`src/rtl/fifo_wr_arb_pkg.sv`:
```
// Shared types, defaults and helpers for the FIFO write-port arbiter and its round-robin picker.
package fifo_wr_arb_pkg;

    localparam int unsigned DEF_DW    = 8;
    localparam int unsigned DEF_NREQ  = 4;
    localparam int unsigned DEF_BURST = 16;

    typedef enum logic {
        ST_IDLE  = 1'b0,
        ST_GRANT = 1'b1
    } state_e;

    // Next round-robin pointer after index ptr, wrapping to 0 past nreq-1.
    function automatic int unsigned rr_next(input int unsigned ptr, input int unsigned nreq);
        return (ptr + 1 >= nreq) ? 0 : ptr + 1;
    endfunction

endpackage

```
`src/rtl/rr_pick.sv`:
```
// Combinational round-robin picker: first set request at or above i_ptr, wrapping around.
module rr_pick
    import fifo_wr_arb_pkg::*;
#(
    parameter int unsigned NREQ = DEF_NREQ,
    parameter int unsigned IW   = $clog2(NREQ)
) (
    input  logic [NREQ-1:0] i_req,
    input  logic [IW-1:0]   i_ptr,
    output logic            o_found,
    output logic [IW-1:0]   o_idx
);

    always_comb begin
        int unsigned w_j;
        o_found = 1'b0;
        o_idx   = '0;
        w_j     = 0;
        // Walk offsets downward so the smallest offset from i_ptr wins.
        for (int i = NREQ - 1; i >= 0; i--) begin
            w_j = 32'(i_ptr) + unsigned'(i);
            if (w_j >= NREQ) begin
                w_j = w_j - NREQ;
            end
            if (i_req[w_j[IW-1:0]]) begin
                o_found = 1'b1;
                o_idx   = w_j[IW-1:0];
            end
        end
    end

endmodule

```
`src/rtl/fifo_wr_arbiter.sv`:
```
// Round-robin burst arbiter sharing one fifo_sync write port among NREQ stream sources.
// Define FIFO_WR_ARB_PKT_LOCK_EN to hold each grant until end of packet instead of BURST words.
module fifo_wr_arbiter
    import fifo_wr_arb_pkg::*;
#(
    parameter int unsigned DW    = DEF_DW,
    parameter int unsigned NREQ  = DEF_NREQ,
    parameter int unsigned BURST = DEF_BURST,
    parameter int unsigned IW    = $clog2(NREQ)
) (
    input  logic               clk,
    input  logic               rstn,
    input  logic [NREQ-1:0]    req_en,
    input  logic [NREQ*DW-1:0] req_data,
    input  logic [NREQ-1:0]    req_last,
    output logic [NREQ-1:0]    req_rdy,
    output logic               o_en,
    output logic [DW-1:0]      o_data,
    input  logic               o_rdy,
    output logic [IW-1:0]      gnt_id,
    output logic               busy
);

    localparam int unsigned   CW        = $clog2(BURST) + 1;
    localparam logic [CW-1:0] LAST_BEAT = CW'(BURST - 1);

    state_e        r_state;
    logic [IW-1:0] r_gnt_id;
    logic [IW-1:0] r_rr_ptr;
    logic [CW-1:0] r_beat_cnt;

    logic          w_found;
    logic [IW-1:0] w_pick;
    logic          w_grant;
    logic          w_src_en;
    logic          w_xfer;
    logic          w_burst_end;
    logic          w_release;

    rr_pick #(
        .NREQ (NREQ),
        .IW   (IW)
    ) u_rr_pick (
        .i_req   (req_en),
        .i_ptr   (r_rr_ptr),
        .o_found (w_found),
        .o_idx   (w_pick)
    );

    assign w_grant  = (r_state == ST_GRANT);
    assign w_src_en = req_en[r_gnt_id];
    assign w_xfer   = o_en & o_rdy;

`ifdef FIFO_WR_ARB_PKT_LOCK_EN
    assign w_burst_end = 1'b0;
`else
    assign w_burst_end = (r_beat_cnt == LAST_BEAT);
`endif

    // A source bubble releases even while the FIFO is full.
    assign w_release = w_grant & (~w_src_en | (w_xfer & (req_last[r_gnt_id] | w_burst_end)));

    always_comb begin
        o_en    = w_grant & w_src_en;
        o_data  = '0;
        req_rdy = '0;
        for (int k = 0; k < int'(NREQ); k++) begin
            if (w_grant && (r_gnt_id == IW'(k))) begin
                o_data     = req_data[k*DW +: DW];
                req_rdy[k] = o_rdy;
            end
        end
    end

    assign gnt_id = r_gnt_id;
    assign busy   = w_grant;

    always_ff @(posedge clk or negedge rstn) begin
        if (!rstn) begin
            r_state    <= ST_IDLE;
            r_gnt_id   <= '0;
            r_rr_ptr   <= '0;
            r_beat_cnt <= '0;
        end else begin
            unique case (r_state)
                ST_IDLE: begin
                    if (w_found) begin
                        r_gnt_id   <= w_pick;
                        r_beat_cnt <= '0;
                        r_state    <= ST_GRANT;
                    end
                end
                ST_GRANT: begin
                    if (w_xfer) begin
`ifdef FIFO_WR_ARB_PKT_LOCK_EN
                        if (r_beat_cnt != LAST_BEAT) begin
                            r_beat_cnt <= r_beat_cnt + CW'(1);
                        end
`else
                        r_beat_cnt <= r_beat_cnt + CW'(1);
`endif
                    end
                    if (w_release) begin
                        r_state  <= ST_IDLE;
                        r_rr_ptr <= IW'(rr_next(32'(r_gnt_id), NREQ));
                    end
                end
                default: r_state <= ST_IDLE;
            endcase
        end
    end

endmodule

```
`config.mk`:
```
export PLATFORM = sky130hd
export DESIGN_NAME = fifo_wr_arbiter
export DESIGN_NICKNAME = d
export VERILOG_FILES = /design/src/rtl/fifo_wr_arb_pkg.sv /design/src/rtl/rr_pick.sv /design/src/rtl/fifo_wr_arbiter.sv
export SDC_FILE = /design/constraint.sdc
export NUM_CORES = 1
export LEC_CHECK = 0
export ABC_CLOCK_PERIOD_IN_PS = 4200
export BUFFER_PORTS_ARGS = -buffer_cell sky130_fd_sc_hd__buf_2
export CAP_MARGIN = 15
export CORE_MARGIN = 1
export CORE_UTILIZATION = 48
export CTS_BUF_LIST = sky130_fd_sc_hd__clkbuf_8
export DETAILED_ROUTE_END_ITERATION = 16
export HOLD_SLACK_MARGIN = 0.02
export MAX_ROUTING_LAYER = met4
export PLACE_DENSITY = 0.95
export RECOVER_POWER = 100
export SYNTH_ARGS = -nofsm -noshare
export SYNTH_HDL_FRONTEND = slang
export SYNTH_SLANG_ARGS = --single-unit
```
`constraint.sdc`:
```
create_clock -name clk -period 4.2 [get_ports clk]
set_input_delay 0.63 -clock clk [delete_from_list [all_inputs] [get_ports clk]]
set_output_delay 0.63 -clock clk [all_outputs]
set_load 0.1 [all_outputs]
```
* Word level (Yosys, flattened, before mapping)
Index checks and enable logic that the tools add are counted.
** Operators by class
- Add/sub/neg operators :: 9
- Order comparisons :: 10
- Eq/ne operators :: 6
- Mux-type cells :: 39
- Bitwise logic cells :: 8
- Reduce and logical (&&, ||, !) cells :: 8
** Operator list (number)
- two-way mux 8 bit :: 4
- two-way mux 2 bit :: 9
- two-way mux 1 bit :: 16
- less-than comparator 2 x 3 -> 1 bit, second input constant :: 5
- binary-select mux 1 bit (select 2 bit) :: 6
- >= comparator 3 bit, second input constant :: 4
- two-way mux 5 bit :: 2
- one-hot mux 5 bit (2 select lines) :: 1
- subtractor 2 x 1 -> 2 bit, second input constant :: 4
- adder 2 x 1 -> 3 bit, second input constant :: 2
- adder 2 x 2 -> 3 bit, second input constant :: 2
- AND reduction 2 bit :: 3
- adder 5 x 1 -> 5 bit, second input constant :: 1
- equality test 5 x 4 -> 1 bit, second input constant :: 1
- AND 1 bit :: 4
- equality test 2 bit, second input constant :: 2
- logical AND 1 bit :: 4
- inequality test 2 x 1 -> 1 bit, second input constant :: 2
- >= comparator 2 x 3 -> 1 bit, second input constant :: 1
- equality test 2 x 1 -> 1 bit, second input constant :: 1
- logical NOT 2 bit :: 1
- NOT 1 bit :: 2
- bitwise OR 1 bit :: 2
- one-hot mux 1 bit (2 select lines) :: 1
** Storage, ports and cells
- Register bits after elaboration :: 10
- Input bits :: 43
- Output and inout port bits :: 16
- Word-level logic and storage cells :: 84

* Longest topological paths before layout
- Word-level depth :: 11
- Mapped depth :: 8
- Depth with buffers taken out :: 7

* Modules after synthesis
A second synthesis with hierarchy kept.
** Unflattened totals
- Cells, all modules :: 125
- Area, all modules :: 1029.7 um^2
** Modules (own cells, without submodules)
- fifo_wr_arbiter :: instances 1, cells an instance 112, area each 952.2 um^2, seq. area each 250.2 um^2
- rr_pick :: instances 1, cells an instance 13, area each 77.6 um^2, seq. area each 0.0 um^2

* Worst setup path after synthesis
No wires, ideal clock.
- Path type :: reg-to-output
- Start point :: reg r_gnt_id[0] (netlist: gnt_id[0])
- End point :: out o_data[6]
- Data arrival time :: 3565 ps
- Data required time :: 3570 ps
- Path slack :: 5 ps
- Cell stages (with the launch flop) :: 8
- Buffers on the path :: 3
- Path through :: dfrtp_1 -> buf_4 -> inv_1 -> ha_1 -> clkbuf_1 -> buf_2 -> a211o_1 -> a21oi_1
** Between the ends
- Word-level cells in the longest chain between the ends :: 6
- Elaborated cells on any way between the ends :: 12
- Those cells by class :: eq/ne (3); mux (4); reduce/logical (5)
** RTL lines
- from (decl) :: RTL line fifo_wr_arbiter.sv:28 : logic [IW-1:0] r_gnt_id;
- from (signal assigned) :: RTL line fifo_wr_arbiter.sv:88 : r_gnt_id <= w_pick;
- logical NOT 2 bit :: RTL line fifo_wr_arbiter.sv:68 : if (w_grant && (r_gnt_id == IW'(k))) begin
- logical AND 1 bit :: RTL line fifo_wr_arbiter.sv:68
- two-way mux 8 bit (3 in series) :: RTL line fifo_wr_arbiter.sv:68
- two-way mux 8 bit (*) :: RTL line fifo_wr_arbiter.sv:68
- to (decl) :: RTL line fifo_wr_arbiter.sv:18 : output logic [DW-1:0] o_data,
Mark *: on every way between the ends. The rest lies on a longest branch, timed or not.

* Worst setup path in the final report
Ends and elaborated chain as after synthesis.

==> impl_metrics.json <==
{
  "cp_cell_sequence": "inv_1, ha_1, nor2b_1, a221oi_1, a211o_1, a21oi_1, clkbuf_1",
  "holdCritPathClass": "in -> async",
  "first_pass_grt_wire_length_um": 3610,
  "area_growth_syn_to_layout_pct": 29.6,
  "viasPerCell": 5.42,
  "synth_enable_flop_cells": 0,
  "grt_remaining_overflow": 0,
  "netlist_instances": 124,
  "cts.repair_timing.setup_buffer_count": 0,
  "drive_gt1_share_pct": 25.3,
  "ctsHtreeMaxLevel": 1,
  "grt_setup_unrepaired": "no",
  "max_slew.worst_pin.slew_ns": 1.43,
  "ys.warnings.count": 0,
  "remaining_drc_errors": 0,
  "yosys.area.top_type": "dfrtp_1",
  "clk_latency_ns": 0.23,
  "cpMaxStageDelayCell": "clkbuf_1",
  "die_x_um": 47.4,
  "drt_iter0_drc": 19,
  "drv.max_cap_violation_count": 0,
  "required_ns": 3.57,
  "max_freq_mhz": 292,
  "timing.clock.skew_ns": 0.00202,
  "tns_ns": 0,
  "timing.critical_path.fanout_max": 9,
  "worst_slew_margin_relative_to_its_limit_pct": 3.40,
  "finalWeightedCongestion": 0.773,
  "layout_min_cycle_time_ns": 3.42,
  "routed_wl_um": 2570,
  "criticalPathCategory": "reg -> out",
  "synth_cell_type_count": 28,
  "synthFlopType": "dfrtp_1",
  "cts-buffers-inserted": 3,
  "postCtsHoldBufs": 0,
  "first_global_vias": 894,
  "grt_start_max_net_pins": 19,
  "post-synth-top-area-fraction_pct": 25.3,
  "synth_top_cells_by_count": "16 x nand2_1, 14 x inv_1, 11 x a21oi_1, 10 x dfrtp_1",
  "cp.buffers_inverters": 2,
  "synth_area_um2": 988,
  "post_synth_main_area_contributors": "dfrtp_1 25%, ha_1 7.6%, a211o_1 7.1%",
  "num-nets-final": 229,
  "cts_resized": 0,
  "initial_standard_cell_utilization_of_the_core_pct": 50.9,
  "slew_violations": 0,
  "dp_hpwl_um": 2000,
  "startpoint_type": "flop",
  "dr.pass1.iters": 4,
  "biggest_cell_delay_along_the_critical_path_ns": 0.87,
  "finalSetupViolations": 0,
  "arrival_ns": 2.79,
  "syn-num-nets": 173,
  "total_routing_usage_gr_pct": 23.9,
  "height_of_the_die_um": 47.4,
  "outcome": "finished clean",
  "clockRootBuffer": "clkbuf_8",
  "timing.critical_path.max_delay_family": "buffers and inverters",
  "synthesis.area_per_instance_um2": 7.97,
  "ys_async_sr_fraction_pct": 100,
  "clockBufferDepth": 2,
  "report.final.hold_viol_count": 0,
  "ys_ff_latch": 10,
  "clk_pin_slew_worst_paths_ns": 0.05,
  "grt_antenna_before_repair": 0,
  "rows": 16,
  "post_drt_wl_per_cell_um": 12.6,
  "drtAntennaViolNets": 0,
  "io_buffers": 58,
  "tritoncts_clock_tree": "built",
  "routed-via-count": 1112,
  "dieArea_mm2": 0.00224,
  "core_region_area_mm2": 0.00194,
  "io_pins": 59,
  "n_antenna_cell": 0,
  "fin_crit_sh_pct": 81.5,
  "synthMostInstantiatedCell": "nand2_1",
  "clkSinkCount": 10,
  "worstSetupEndpointType": "output port",
  "synth_sequential_area_ratio_pct": 25.3
}
-- state kept, by name, summed over array words and instances, names as in the netlist --
register / count
r_rr_ptr: 2
busy: 1
r_beat_cnt: 5
gnt_id: 2
-- cells in the final DEF, fill, tap and decap left out --
cell and n:
and3_1 6, dfrtp_1 10, ha_1 6, nand2b_1 1
o21a_1 1, nand2_1 16, inv_1 14, nand3_1 4
nor2_1 5, mux4_2 1, nand4_1 1, clkbuf_1 18
inv_2 1, o41ai_1 2, mux2i_1 5, a221oi_1 9
clkbuf_8 3, o21ai_0 4, a21oi_1 11, nor2b_1 8
buf_2 40, mux2_1 2, o31ai_1 1, o22ai_1 1
a211o_1 8
-- area by class of cell --
cell class                 instances  area, µm²
timing repair buffer              58        268
tap                               27       33.8
multi-input combinational         92        632
fill                             197        661
inverter                          15       56.3
clock buffer                       3       41.3
sequential                        10        250
-- cell families (layout without fill, tap and decap cells) --
logic type | Yosys count | count (layout) | synth area share (%)
AOI/OAI and AO/OA | 37 | 37 | 28.4
DFF | 10 | 10 | 25.3
buffers and inverters | 22 | 76 | 8.99
and+or+nand+nor | 41 | 41 | 20.1
adders and majority gates | 6 | 6 | 7.59
muxes | 8 | 8 | 9.62
-- through the flow --
step           cells  hold WS [ns]  setup WS [ns]  utilization, %  instance area [µm²]
2_1_floorplan    124         0.334        0.00538               -                  988
3_3_place_gp     202         0.455           1.53            65.9                 1280
3_5_place_dp     202         0.481           1.46            65.9                 1280
4_1_cts          205         0.252           1.22            68.0                 1320
5_1_grt          205         0.399          0.605            66.0                 1280
6_report         205         0.358          0.775            66.0                 1280
-- path summary, 6_finish.rpt --
kind / from / to / slack (ns) / cells after the start
max in group asynchronous: rstn / r_rr_ptr[0]$_DFFE_PN0P_ / 3.48 / 1
setup reg to reg: r_beat_cnt[0]$_DFFE_PN0P_ / r_rr_ptr[0]$_DFFE_PN0P_ / 2.27 / 7
min in group clk: r_beat_cnt[3]$_DFFE_PN0P_ / r_beat_cnt[3]$_DFFE_PN0P_ / 0.49 / 1
setup / recovery: gnt_id[0]$_DFFE_PN0P_ / o_data[6] / 0.78 / 7
hold / removal: rstn / r_beat_cnt[1]$_DFFE_PN0P_ / 0.36 / 1
hold reg to reg: r_beat_cnt[3]$_DFFE_PN0P_ / r_beat_cnt[3]$_DFFE_PN0P_ / 0.49 / 1
-- routing by layer --
| metal | share of wire, % | GRT usage, % | vias to the layer above |
|---|---|---|---|
| met5 | 0 | - | - |
| met4 | 1.4 | 10.3 | 0 |
| met2 | 50 | 43.8 | 48 |
| met1 | 42 | 25.2 | 507 |
| met3 | 6.5 | 2.69 | 4 |
| li1 | - | - | 553 |
Power is left out: the tool's default activity adds up to more than one toggle a clock period on the data nets, which glitch-free logic cannot reach.
